## config.mk

```make
export PLATFORM = sky130hd
export DESIGN_NAME = ddr_burst_sched
export DESIGN_NICKNAME = d
export VERILOG_FILES = /design/src/rtl/ddr_burst_sched.sv
export SDC_FILE = /design/constraint.sdc
export NUM_CORES = 1
export LEC_CHECK = 0
export BUFFER_PORTS_ARGS = -buffer_cell sky130_fd_sc_hd__buf_2
export CAP_MARGIN = 20
export CORE_UTILIZATION = 48
export DETAILED_ROUTE_END_ITERATION = 16
export GPL_TIMING_DRIVEN = 0
export PLACE_DENSITY = 0.86
export SYNTH_ARGS = -nofsm -noshare
export SYNTH_HDL_FRONTEND = slang
export SYNTH_SLANG_ARGS = --single-unit
```

## constraint.sdc

```tcl
create_clock -name clk_ref -period 2.4 [get_ports clk_ref]
set_input_delay 0.12 -clock clk_ref [delete_from_list [all_inputs] [get_ports clk_ref]]
set_output_delay 0.12 -clock clk_ref [all_outputs]
set_load 0.02 [all_outputs]
```

## src/rtl/ddr_burst_sched.sv

```systemverilog
// ddr_burst_sched: one-burst-at-a-time arbiter between the frame FIFO
// write/read request pair and the DDR user command port.
module ddr_burst_sched #(
  parameter int MAX_WR_STREAK = 4,
  parameter int GAP_CYCLES    = 2,
  parameter int RD_TIMEOUT    = 1023
) (
  input  logic        clk_ref,
  input  logic        rst,
  input  logic        ddr_init_done,
  input  logic        wr_req,
  input  logic [24:0] wr_addr,
  input  logic [9:0]  wr_length,
  output logic        wr_ack,
  output logic        wr_finish,
  input  logic        rd_req,
  input  logic [24:0] rd_addr,
  input  logic [9:0]  rd_length,
  output logic        rd_ack,
  output logic        rd_finish,
  output logic        mem_cmd_valid,
  input  logic        mem_cmd_ready,
  output logic        mem_cmd_rw,
  output logic [24:0] mem_cmd_addr,
  output logic [9:0]  mem_cmd_len,
  input  logic        mem_wdata_ready,
  input  logic        mem_rdata_valid,
  output logic        busy,
  output logic        timeout_err
);

  typedef enum logic [2:0] {
    IDLE,
    WR_CMD,
    WR_DATA,
    RD_CMD,
    RD_DATA,
    GAP
  } state_t;

  state_t      state;
  state_t      state_nx;
  logic [3:0]  streak;
  logic [9:0]  beat;
  logic [2:0]  gap_cnt;
  logic [16:0] idle_cnt;
  logic        wr_fin_q;
  logic        rd_fin_q;

  logic wr_ok;
  logic rd_ok;
  logic grant_rd;
  logic grant_wr;
  logic streak_full;
  logic beat_last;
  logic wr_last;
  logic rd_last;
  logic rd_to;
  logic gap_done;

  // Arbitration and beat bookkeeping terms; zero-length requests count as absent.
  always_comb begin
    wr_ok       = wr_req && (wr_length != 10'd0);
    rd_ok       = rd_req && (rd_length != 10'd0);
    streak_full = (streak == 4'(MAX_WR_STREAK));
    grant_rd    = ddr_init_done && rd_ok && (streak_full || !wr_ok);
    grant_wr    = ddr_init_done && wr_ok && !grant_rd;
    beat_last   = (beat + 10'd1) == mem_cmd_len;
    wr_last     = wr_ack && beat_last;
    rd_last     = rd_ack && beat_last;
    rd_to       = (state == RD_DATA) && !mem_rdata_valid &&
                  ((idle_cnt + 17'd1) >= 17'(RD_TIMEOUT));
    gap_done    = (gap_cnt == 3'(GAP_CYCLES - 1));
  end

  // Next-state selection and state-decoded outputs.
  always_comb begin
    state_nx      = state;
    mem_cmd_valid = 1'b0;
    wr_ack        = 1'b0;
    rd_ack        = 1'b0;
    busy          = (state != IDLE);
    unique case (state)
      IDLE: begin
        if (grant_rd)      state_nx = RD_CMD;
        else if (grant_wr) state_nx = WR_CMD;
      end
      WR_CMD: begin
        mem_cmd_valid = 1'b1;
        if (mem_cmd_ready) state_nx = WR_DATA;
      end
      RD_CMD: begin
        mem_cmd_valid = 1'b1;
        if (mem_cmd_ready) state_nx = RD_DATA;
      end
      WR_DATA: begin
        wr_ack = mem_wdata_ready;
        if (mem_wdata_ready && beat_last) state_nx = GAP;
      end
      RD_DATA: begin
        rd_ack = mem_rdata_valid;
        if ((mem_rdata_valid && beat_last) || rd_to) state_nx = GAP;
      end
      GAP: begin
        if (gap_done) state_nx = IDLE;
      end
      default: state_nx = IDLE;
    endcase
  end

  // State register.
  always_ff @(posedge clk_ref or posedge rst) begin
    if (rst) state <= IDLE;
    else     state <= state_nx;
  end

  // Command latch at grant time and write-streak tracking.
  always_ff @(posedge clk_ref or posedge rst) begin
    if (rst) begin
      mem_cmd_addr <= '0;
      mem_cmd_len  <= '0;
      mem_cmd_rw   <= 1'b0;
      streak       <= '0;
    end else if (state == IDLE) begin
      if (grant_rd) begin
        mem_cmd_addr <= rd_addr;
        mem_cmd_len  <= rd_length;
        mem_cmd_rw   <= 1'b1;
        streak       <= '0;
      end else if (grant_wr) begin
        mem_cmd_addr <= wr_addr;
        mem_cmd_len  <= wr_length;
        mem_cmd_rw   <= 1'b0;
        if (!streak_full) streak <= streak + 4'd1;
      end
    end
  end

  // Beat, read-idle and gap counters.
  always_ff @(posedge clk_ref or posedge rst) begin
    if (rst) begin
      beat     <= '0;
      idle_cnt <= '0;
      gap_cnt  <= '0;
    end else begin
      if (state == IDLE)         beat <= '0;
      else if (wr_ack || rd_ack) beat <= beat + 10'd1;
      if (state == RD_CMD)       idle_cnt <= 17'd1;
      else if (state == RD_DATA) idle_cnt <= rd_ack ? 17'd1 : idle_cnt + 17'd1;
      if (state == GAP)          gap_cnt <= gap_cnt + 3'd1;
      else                       gap_cnt <= '0;
    end
  end

  // Registered finish pulses and the sticky read-timeout flag.
  always_ff @(posedge clk_ref or posedge rst) begin
    if (rst) begin
      wr_fin_q    <= 1'b0;
      rd_fin_q    <= 1'b0;
      timeout_err <= 1'b0;
    end else begin
      wr_fin_q <= wr_last;
      rd_fin_q <= rd_last || rd_to;
      if (rd_to) timeout_err <= 1'b1;
    end
  end

  assign wr_finish = wr_fin_q;
  assign rd_finish = rd_fin_q;

endmodule

```

* After elaboration in Yosys (flattened, before gate mapping)
Cells that the tools add are included.
** Operators by class
- Reductions and logical operators :: 30
- Divide/modulo/power cells :: 0
- Bitwise gates (word level) :: 0
- Eq/ne operators :: 15
- Multiplexer cells :: 26
- Add/sub/neg operators :: 4
- $lt $le $gt $ge :: 1
- Shift operators :: 0
- Multipliers :: 0
** Operators by type and width (number)
- 17-bit 2-to-1 mux :: 3
- 25-bit 2-to-1 mux :: 2
- 10-bit 2-to-1 mux :: 4
- 3-bit 2-to-1 mux :: 8
- 10-bit nonzero test :: 2
- 3-bit case mux with 6 select lines :: 1
- 17-bit by 1-bit adder with 17-bit output, second input constant :: 1
- 17-bit by 10-bit >= comparator with 1-bit output, second input constant :: 1
- 1-bit logical AND :: 12
- 4-bit 2-to-1 mux :: 3
- 10-bit by 1-bit adder with 10-bit output, second input constant :: 1
- 10-bit equality test :: 1
- 2-bit != test, second input constant :: 5
- 3-bit by 1-bit equality test with 1-bit output, second input constant :: 2
- 3-bit by 2-bit equality test with 1-bit output, second input constant :: 2
- 3-bit equality test, second input constant :: 2
- 6-bit AND reduction :: 1
- 2-bit nonzero test :: 3
- 1-bit 2-to-1 mux :: 5
- 4-bit by 1-bit adder with 4-bit output, second input constant :: 1
- 4-bit by 3-bit equality test with 1-bit output, second input constant :: 1
- 1-bit logical OR :: 4
- 3-bit by 1-bit adder with 3-bit output, second input constant :: 1
- 1-bit zero test :: 3
- 7 further kinds :: 7
** Storage, ports and cells
- Memories kept :: 0
- Output and inout bits :: 43
- Bits in latches :: 0
- Logic and storage cells :: 87
- Bits of input ports :: 78
- RAM bits :: 0
- ROM bits :: 0
- Bits in registers :: 76

* Logic depth before layout (Yosys ltp)
Gate-level depths: netlist of the first run.
- Depth in word-level cells :: 10
- Mapped depth :: 10
- Gate-level depth less buffers :: 8

* Worst setup path before layout of the first run
No wires, ideal clock.
- Kind :: flip-flop to flip-flop
- Start :: register beat[1]
- End :: register state[1]
- Arrival :: 2.282 ns
- Stages on the path, launching flop included :: 9
- Library setup time :: 0.126 ns
- Required time :: 2.274 ns
- Buffers on the path :: 1
- Slack :: -0.008 ns
- Cell sequence :: dfrtp_1 ha_1 buf_4 or4_4 o2111ai_2 o2111ai_2 nor4_4 o221a_2 a211oi_1
** Between the ends
- Longest elaborated chain between the ends :: 6
** Ends and longest elaborated chain
- start: declaration :: line 44 : logic [9:0] beat;
- start signal: assignment :: line 147 : else if (wr_ack || rd_ack) beat <= beat + 10'd1;
- 10-bit by 1-bit adder with 10-bit output * :: line 68 : beat_last = (beat + 10'd1) == mem_cmd_len;
- 10-bit equality test * :: line 68
- 1-bit logical AND :: line 102 : if ((mem_rdata_valid && beat_last) || rd_to) state_nx = GAP;
- 1-bit logical OR :: line 102
- 2-bit by 1-bit != test with 1-bit output (no source line)
- 6-bit AND reduction (no source line) *
- end signal: assignment :: line 114 : else state <= state_nx;
- end: declaration :: line 41 : state_t state;
Mark *: on every way between the ends. The rest lies on a longest branch, timed or not.
A chain may end at the register's enable or synchronous reset.

* Final worst setup path of the first run
- Start :: register beat[0]
- End :: register rd_fin_q (netlist: rd_finish)
** Between the ends
- Longest elaborated chain between the ends :: 4
** Ends and longest elaborated chain
- 10-bit by 1-bit adder with 10-bit output :: line 68
- 10-bit equality test :: line 68
- 1-bit logical AND :: line 70 : rd_last = rd_ack && beat_last;
- 1-bit logical OR :: line 163 : rd_fin_q <= rd_last || rd_to;
- end signal: assignment :: line 163
- end: declaration :: line 48 : logic rd_fin_q;
No other way between the ends.

==> flow_metrics.env, run 1 <==
export IMPL_ys_ff_latch=76
export IMPL_worst_ir_drop_vdd_mv=0.648
export IMPL_holdPathEnd="mem_cmd_addr[7]$_DFFE_PP0P_"
export IMPL_grt_pass1_wl_mm=19.4
export IMPL_core_sq_um=8890
export IMPL_tightest_slew_ps=724
export IMPL_clkTransAtPathRegs_ps=80
export IMPL_drt_vias_per_instance=5.65
export IMPL_syn_area_sq_um=4490
export IMPL_critPathMaxFanout=5
export IMPL_async_reset_ff_frac=1.00
export IMPL_ant_nets=0
export IMPL_ys_warn_count=0
export IMPL_cts_buffer_depth=2
export IMPL_dp_slack_ps=-258
export IMPL_dr_total_vias=4235
export IMPL_globalplace_congestion=0.894
export IMPL_worst_ep_required_time_ps=2700
export IMPL_synth_top_flop_cell="dfrtp_1"
export IMPL_ys_seq_area_frac=0.424
export IMPL_fin_cells=750
export IMPL_status="complete, no violations"
export IMPL_rrSetupSlack_ps=90
export IMPL_startpoint_type="flip-flop"
export IMPL_drt_iter0_drc=310
export IMPL_r2r_end="rd_finish$_DFF_PP0_"
export IMPL_cp_arrival_ps=2610
export IMPL_reg2reg_from="beat[0]$_DFFE_PP0P_"
export IMPL_area_growth_pct=24.8
export IMPL_worstHoldStart="rd_addr[7]"
export IMPL_fp_dieW_um=98.7
export IMPL_hp_class="in2reg"
export IMPL_crit_start="beat[0]$_DFFE_PP0P_"
export IMPL_avgSynthCellArea_sq_um=9.03
export IMPL_start_util=0.505
export IMPL_grt_max_degree=65
export IMPL_cts_root_buf="clkbuf_8"
export IMPL_finalClockSkew_ps=7.67
export IMPL_num_fill_cells=710
export IMPL_power_leakage_nw=2.85
export IMPL_dp_hpwl_mm=8.53
export IMPL_maxSlewHeadroom=0.517
export IMPL_die_h_um=98.7
export IMPL_rows=34
export IMPL_period_share=0.964
export IMPL_synth_cell_types=60
export IMPL_overflow=0
export IMPL_p_per_area_nw_per_um2=944
export IMPL_rsz0062_at_grt="yes"
export IMPL_worstSetupEndpointType="flip-flop"
export IMPL_synth_edf_count=0
export IMPL_synth_nets=582
export IMPL_ioPinCount=121
export IMPL_max_cap_violations=0
export IMPL_path_class="reg2reg"
export IMPL_setup_ws_ps=87.4
export IMPL_layout_nets=722
export IMPL_cts_inserted_buffers=9
export IMPL_drc=0
export IMPL_max_freq_mhz=432
export IMPL_antenna_found_initial=0
export IMPL_syn_inst=497
export IMPL_utilization=0.630
export IMPL_multi_input_area_sq_um=2430
export IMPL_grt_pass1_vias=4192
export IMPL_dp_cells=726
export IMPL_dr_pass1_iters=5
export IMPL_portBuffers=120
export IMPL_register_area_sq_um=1910
export IMPL_htreeDepth=3
export IMPL_grt_usage=0.250
export IMPL_worstSkewPairLatency_ps=360
export IMPL_whs_path_depth=3
export IMPL_finalSetupViolCount=0
export IMPL_antenna_cells=0
export IMPL_reg2regPathDepth=10
export IMPL_finalHoldViolCount=0
export IMPL_avgRoutedWirePerCell_um=15.5
export IMPL_die_area_sq_um=9740
export IMPL_min_period_ps=2310
export IMPL_cts_sinks=76
export IMPL_routed_wl_mm=11.6
export IMPL_finalMaxSlewViolations=0
export IMPL_drive_gt1_frac=0.301
export IMPL_cts_tree="yes"
-- power breakdown --
part | switching [W] | internal [W] | total, W | leakage (nW)
registers | 0.000296 | 0.00165 | 0.00195 | 0.991
logic | 0.00146 | 0.000869 | 0.00233 | 1.76
clock network | 0.000498 | 0.000507 | 0.00101 | 0.0983
-- through the flow --
| stage | power (W) | hold WS [ps] | TNS (ps) | area (sq um) |
|---|---|---|---|---|
| 6_report | 0.00529 | 47.7 | 0 | 5600 |
| 5_1_grt | 0.00561 | 58.3 | -36.5 | 5600 |
| 4_1_cts | 0.00524 | 43.7 | 0 | 5530 |
| 3_5_place_dp | 0.00420 | 56.7 | -708 | 5260 |
| 3_3_place_gp | 0.00407 | 406 | -41790 | 5230 |
| 2_1_floorplan | 0.00343 | 301 | 0 | 4490 |
-- registers in the layout, indices dropped and copies added, names as in the netlist --
| name | cells |
|---|---|
| beat | 10 |
| timeout_err | 1 |
| mem_cmd_addr | 25 |
| gap_cnt | 3 |
| wr_finish | 1 |
| mem_cmd_len | 10 |
| rd_finish | 1 |
| idle_cnt | 17 |
| mem_cmd_rw | 1 |
| streak | 4 |
| state | 3 |
-- cells in the final DEF, fill, tap and decap left out, types with 3 or more instances in the layout --
| cell type | n |
|---|---|
| buf_2 | 124 |
| nand2_1 | 75 |
| o21ai_0 | 75 |
| dfrtp_1 | 73 |
| nor2_1 | 39 |
| mux2i_1 | 37 |
| xor2_1 | 17 |
| nand4_1 | 14 |
| clkbuf_8 | 12 |
| clkbuf_1 | 11 |
| nand3_1 | 11 |
| a21oi_1 | 11 |
| buf_4 | 10 |
| inv_1 | 9 |
| xnor2_1 | 9 |
| nor4_1 | 6 |
| a31oi_1 | 6 |
| buf_6 | 6 |
| nor3_1 | 6 |
| nand2b_1 | 6 |
| ha_1 | 5 |
| and3_1 | 4 |
| or3_1 | 4 |
| nor4_4 | 3 |
| buf_1 | 3 |
| or2_2 | 3 |
| o211ai_1 | 3 |
| dfrtp_2 | 3 |
-- synth_stat cells, types with 2 or more instances --
cell type / n / share of area
o31ai_1: 2 / 0.0033
xnor2_1: 9 / 0.018
and4_1: 2 / 0.0039
clkbuf_8: 3 / 0.0092
or2_2: 3 / 0.0042
dfrtp_1: 76 / 0.42
and3_1: 4 / 0.0056
clkbuf_1: 12 / 0.010
o211ai_1: 3 / 0.0050
buf_6: 5 / 0.013
mux2i_1: 37 / 0.082
nand2b_1: 6 / 0.0084
or3_2: 2 / 0.0033
nor2_1: 40 / 0.033
a31oi_1: 6 / 0.0084
buf_1: 2 / 0.0017
buf_4: 3 / 0.0050
inv_1: 10 / 0.0084
nand4_1: 14 / 0.020
a21oi_1: 13 / 0.014
ha_1: 7 / 0.020
or3_1: 4 / 0.0056
nand2_1: 75 / 0.063
buf_2: 5 / 0.0056
nor4_1: 7 / 0.0098
a21boi_0: 2 / 0.0033
o21ai_0: 75 / 0.084
nor4_4: 2 / 0.0095
o2111ai_2: 2 / 0.0067
a31o_2: 2 / 0.0039
xor2_1: 17 / 0.033
nand3_1: 12 / 0.013
nor3_1: 6 / 0.0067
nor2b_1: 2 / 0.0028
o22ai_1: 2 / 0.0028
-- routing by layer --
metal	vias to the layer above	track usage	routed length (um)
met2	144	0.420	5620
met1	2023	0.311	5060
met5	-	0	0
met3	26	0.0518	646
li1	2042	-	-
met4	0	0.115	306
-- how the worst max path moves through the flow --
stage,to,slack [ps],depth (start not counted)
4_1_cts,state[2]$_DFFE_PP0P_,3,8
2_1_floorplan,state[1]$_DFFE_PP0P_,10,8
6_report,rd_finish$_DFF_PP0_,90,10
3_3_place_gp,beat[3]$_DFFE_PP0P_,-550,2
5_1_grt,idle_cnt[6]$_DFFE_PP0P_,-20,7
3_5_place_dp,state[1]$_DFFE_PP0P_,-260,9
-- worst max-delay path: stages (launching register included) --
cell,delay [ps]
dfrtp_1,420
buf_6,150
nand2_4,40
or4_4,540
o2111ai_4,200
o2111ai_2,160
nor4_4,350
buf_4,190
buf_4,110
nand2_1,50
nand2_1,60
-- area by class of cell --
cell class	count	area share
buffer	29	0.0328
clock buffer	10	0.0246
clock inverter	6	0.0114
inverter	10	0.00715
multi-input combinational	380	0.433
sequential	76	0.340
tap	108	0.0241
timing repair buffer	131	0.127
-- kinds of logic (layout without fill, tap and decap cells) --
family,Yosys count,after routing,synth area share
xor gates and xnor gates,26,26,0.0507
DFF,76,76,0.424
adders and majority gates,7,7,0.0195
AOI/OAI and AO/OA,120,120,0.156
and+or+nand+nor,190,190,0.214
buffers and inverters,41,186,0.0535
muxes,37,37,0.0825
-- timing repair --
action,4_1_cts,5_1_grt
resized for setup,9,11
setup endpoints to repair,5,6
hold buffers,1,0
pin swaps,7,7
hold endpoints to repair,24,0
setup buffers,6,3
No activity file was read; power rests on OpenSTA's default activity.
==> run 2, diff against run 1 <==
--- a/config.mk
+++ b/config.mk
@@ -11,6 +11,7 @@
 export DETAILED_ROUTE_END_ITERATION = 16
 export GPL_TIMING_DRIVEN = 0
 export PLACE_DENSITY = 0.86
+export RECOVER_POWER = 50
 export SYNTH_ARGS = -nofsm -noshare
 export SYNTH_HDL_FRONTEND = slang
 export SYNTH_SLANG_ARGS = --single-unit
==> flow_metrics.env, run 2 (synthesized netlist as in run 1, its figures left out) <==
export IMPL_status="complete, no violations"
export IMPL_grt_pass1_vias=4192
export IMPL_grt_usage=0.250
export IMPL_antenna_found_initial=0
export IMPL_dr_total_vias=4224
export IMPL_dp_slack_ps=-258
export IMPL_max_freq_mhz=433
export IMPL_power_leakage_nw=2.77
export IMPL_cp_arrival_ps=2610
export IMPL_globalplace_congestion=0.894
export IMPL_dp_cells=726
export IMPL_finalMaxSlewViolations=0
export IMPL_max_cap_violations=0
export IMPL_p_int_w=0.00299
export IMPL_fin_cells=750
export IMPL_die_h_um=98.7
export IMPL_comb_power_share=0.437
export IMPL_cts_inserted_buffers=9
export IMPL_clockPowerShare=0.191
export IMPL_grt_pass1_wl_mm=19.4
export IMPL_cts_sinks=76
export IMPL_cts_tree="yes"
export IMPL_num_fill_cells=723
export IMPL_period_share=0.962
export IMPL_power_w=0.00525
export IMPL_setup_ws_ps=91.3
export IMPL_fp_dieW_um=98.7
export IMPL_final_cell_mix="buf_2, nand2_1, o21ai_0"
export IMPL_dp_hpwl_mm=8.53
export IMPL_cts_buffer_depth=2
export IMPL_min_period_ps=2310
export IMPL_ioPinCount=121
export IMPL_netSwitchingFraction=0.430
export IMPL_largest_register="mem_cmd_addr"
export IMPL_path_class="reg2reg"
export IMPL_maxSlewHeadroom=0.412
export IMPL_worst_ep_required_time_ps=2700
export IMPL_worst_ir_drop_vdd_mv=0.651
export IMPL_layout_commonest_cell="buf_2"
export IMPL_critPathMaxFanout=5
export IMPL_dr_pass1_iters=4
export IMPL_ant_nets=0
export IMPL_drt_iter0_drc=295
export IMPL_routed_wl_mm=11.6
export IMPL_antenna_cells=0
export IMPL_startpoint_type="flip-flop"
export IMPL_portBuffers=120
export IMPL_cts_root_buf="clkbuf_8"
export IMPL_p_switching_w=0.00225
export IMPL_p_per_area_nw_per_um2=944
export IMPL_largestRegisters="mem_cmd_addr: 25 flops, idle_cnt: 17 flops"
export IMPL_drt_vias_per_instance=5.63
export IMPL_dpl_cell_area_sq_um=5260
export IMPL_core_sq_um=8890
export IMPL_rows=34
export IMPL_finalClockSkew_ps=6.73
export IMPL_hp_class="in2reg"
export IMPL_start_util=0.505
export IMPL_tightest_slew_ps=882
export IMPL_drive_gt1_frac=0.273
export IMPL_post_route_cell_area_sq_um=5560
export IMPL_power_frac_seq=0.372
export IMPL_worstSetupEndpointType="flip-flop"
export IMPL_overflow=0
export IMPL_rsz0062_at_grt="yes"
export IMPL_layout_nets=722
export IMPL_finalHoldViolCount=0
export IMPL_avgRoutedWirePerCell_um=15.5
export IMPL_whs_ps=47.5
export IMPL_drc=0
export IMPL_grt_max_degree=65
export IMPL_finalSetupViolCount=0
export IMPL_clkTransAtPathRegs_ps=80
export IMPL_largest_register_ffs=25
export IMPL_die_area_sq_um=9740
export IMPL_worstSkewPairLatency_ps=360
export IMPL_htreeDepth=3
export IMPL_area_growth_pct=23.8
run 2: cell count changes in the layout (fill, tap and decap cells not counted):
cell        previous run  this run
clkinvlp_2             0         1
clkbuf_1              11        29
buf_16                 1         0
inv_4                  1         0
clkbuf_4               1         2
buf_2                124       106
run 2: repair_timing:
action                                  CTS  global route
hold buffers                              1             0
gates resized for setup                   9            11
endpoints found under the setup margin    5             6
pin swaps                                 7             7
buffers inserted                          6             3
hold endpoints to repair                 24             0
run 2: critical path, stage by stage (launching register included):
cell and delay, ps:
dfrtp_1 420, buf_6 150, nand2_4 40, or4_4 540, o2111ai_4 200, o2111ai_2 160, nor4_4 340, buf_4 190
buf_4 110, nand2_1 50, nand2_1 60
run 2: worst paths after layout:
check	startpoint	to	slack (ps)	cells past startpoint
setup reg to reg	beat[0]$_DFFE_PP0P_	rd_finish$_DFF_PP0_	90	10
max in group asynchronous	rst	beat[1]$_DFFE_PP0P_	710	4
min in group asynchronous	rst	mem_cmd_addr[5]$_DFFE_PP0P_	350	3
setup / recovery	beat[0]$_DFFE_PP0P_	rd_finish$_DFF_PP0_	90	10
hold reg to reg	gap_cnt[0]$_DFF_PP0_	gap_cnt[0]$_DFF_PP0_	470	1
hold / removal	rd_addr[7]	mem_cmd_addr[7]$_DFFE_PP0P_	50	3
run 2: power by group through the flow:
stage	sequential, W	combinational, W	clock [W]
2_1_floorplan	0.00226	0.00117	0
3_3_place_gp	0.00194	0.00213	0
5_1_grt	0.00200	0.00252	0.00106
6_report	0.00195	0.00229	0.00100
3_5_place_dp	0.00196	0.00223	0
4_1_cts	0.00194	0.00229	0.00101
run 2: cell type report:
class | count | area [sq um] | area share
clock buffers | 10 | 138 | 0.0248
repair buffers | 131 | 667 | 0.120
well taps | 108 | 135 | 0.0243
multi-input cells | 380 | 2430 | 0.437
clock inverters | 6 | 63.8 | 0.0115
plain buffers | 29 | 184 | 0.0331
flip-flops and latches | 76 | 1910 | 0.343
inverters | 10 | 38.8 | 0.00698
run 2: through the flow:
step | utilization | setup TNS (ps)
after floorplan | - | 0
after global routing | 0.625 | -36.5
after detailed placement | 0.591 | -708
final | 0.625 | 0
after global placement | 0.588 | -41790
after CTS | 0.622 | 0
run 2: layer usage:
layer	share of wire	up-vias	global-route usage
li1	-	2042	-
met1	0.43	2024	0.311
met2	0.49	134	0.420
met3	0.057	24	0.0518
met4	0.026	0	0.115
met5	0	-	0
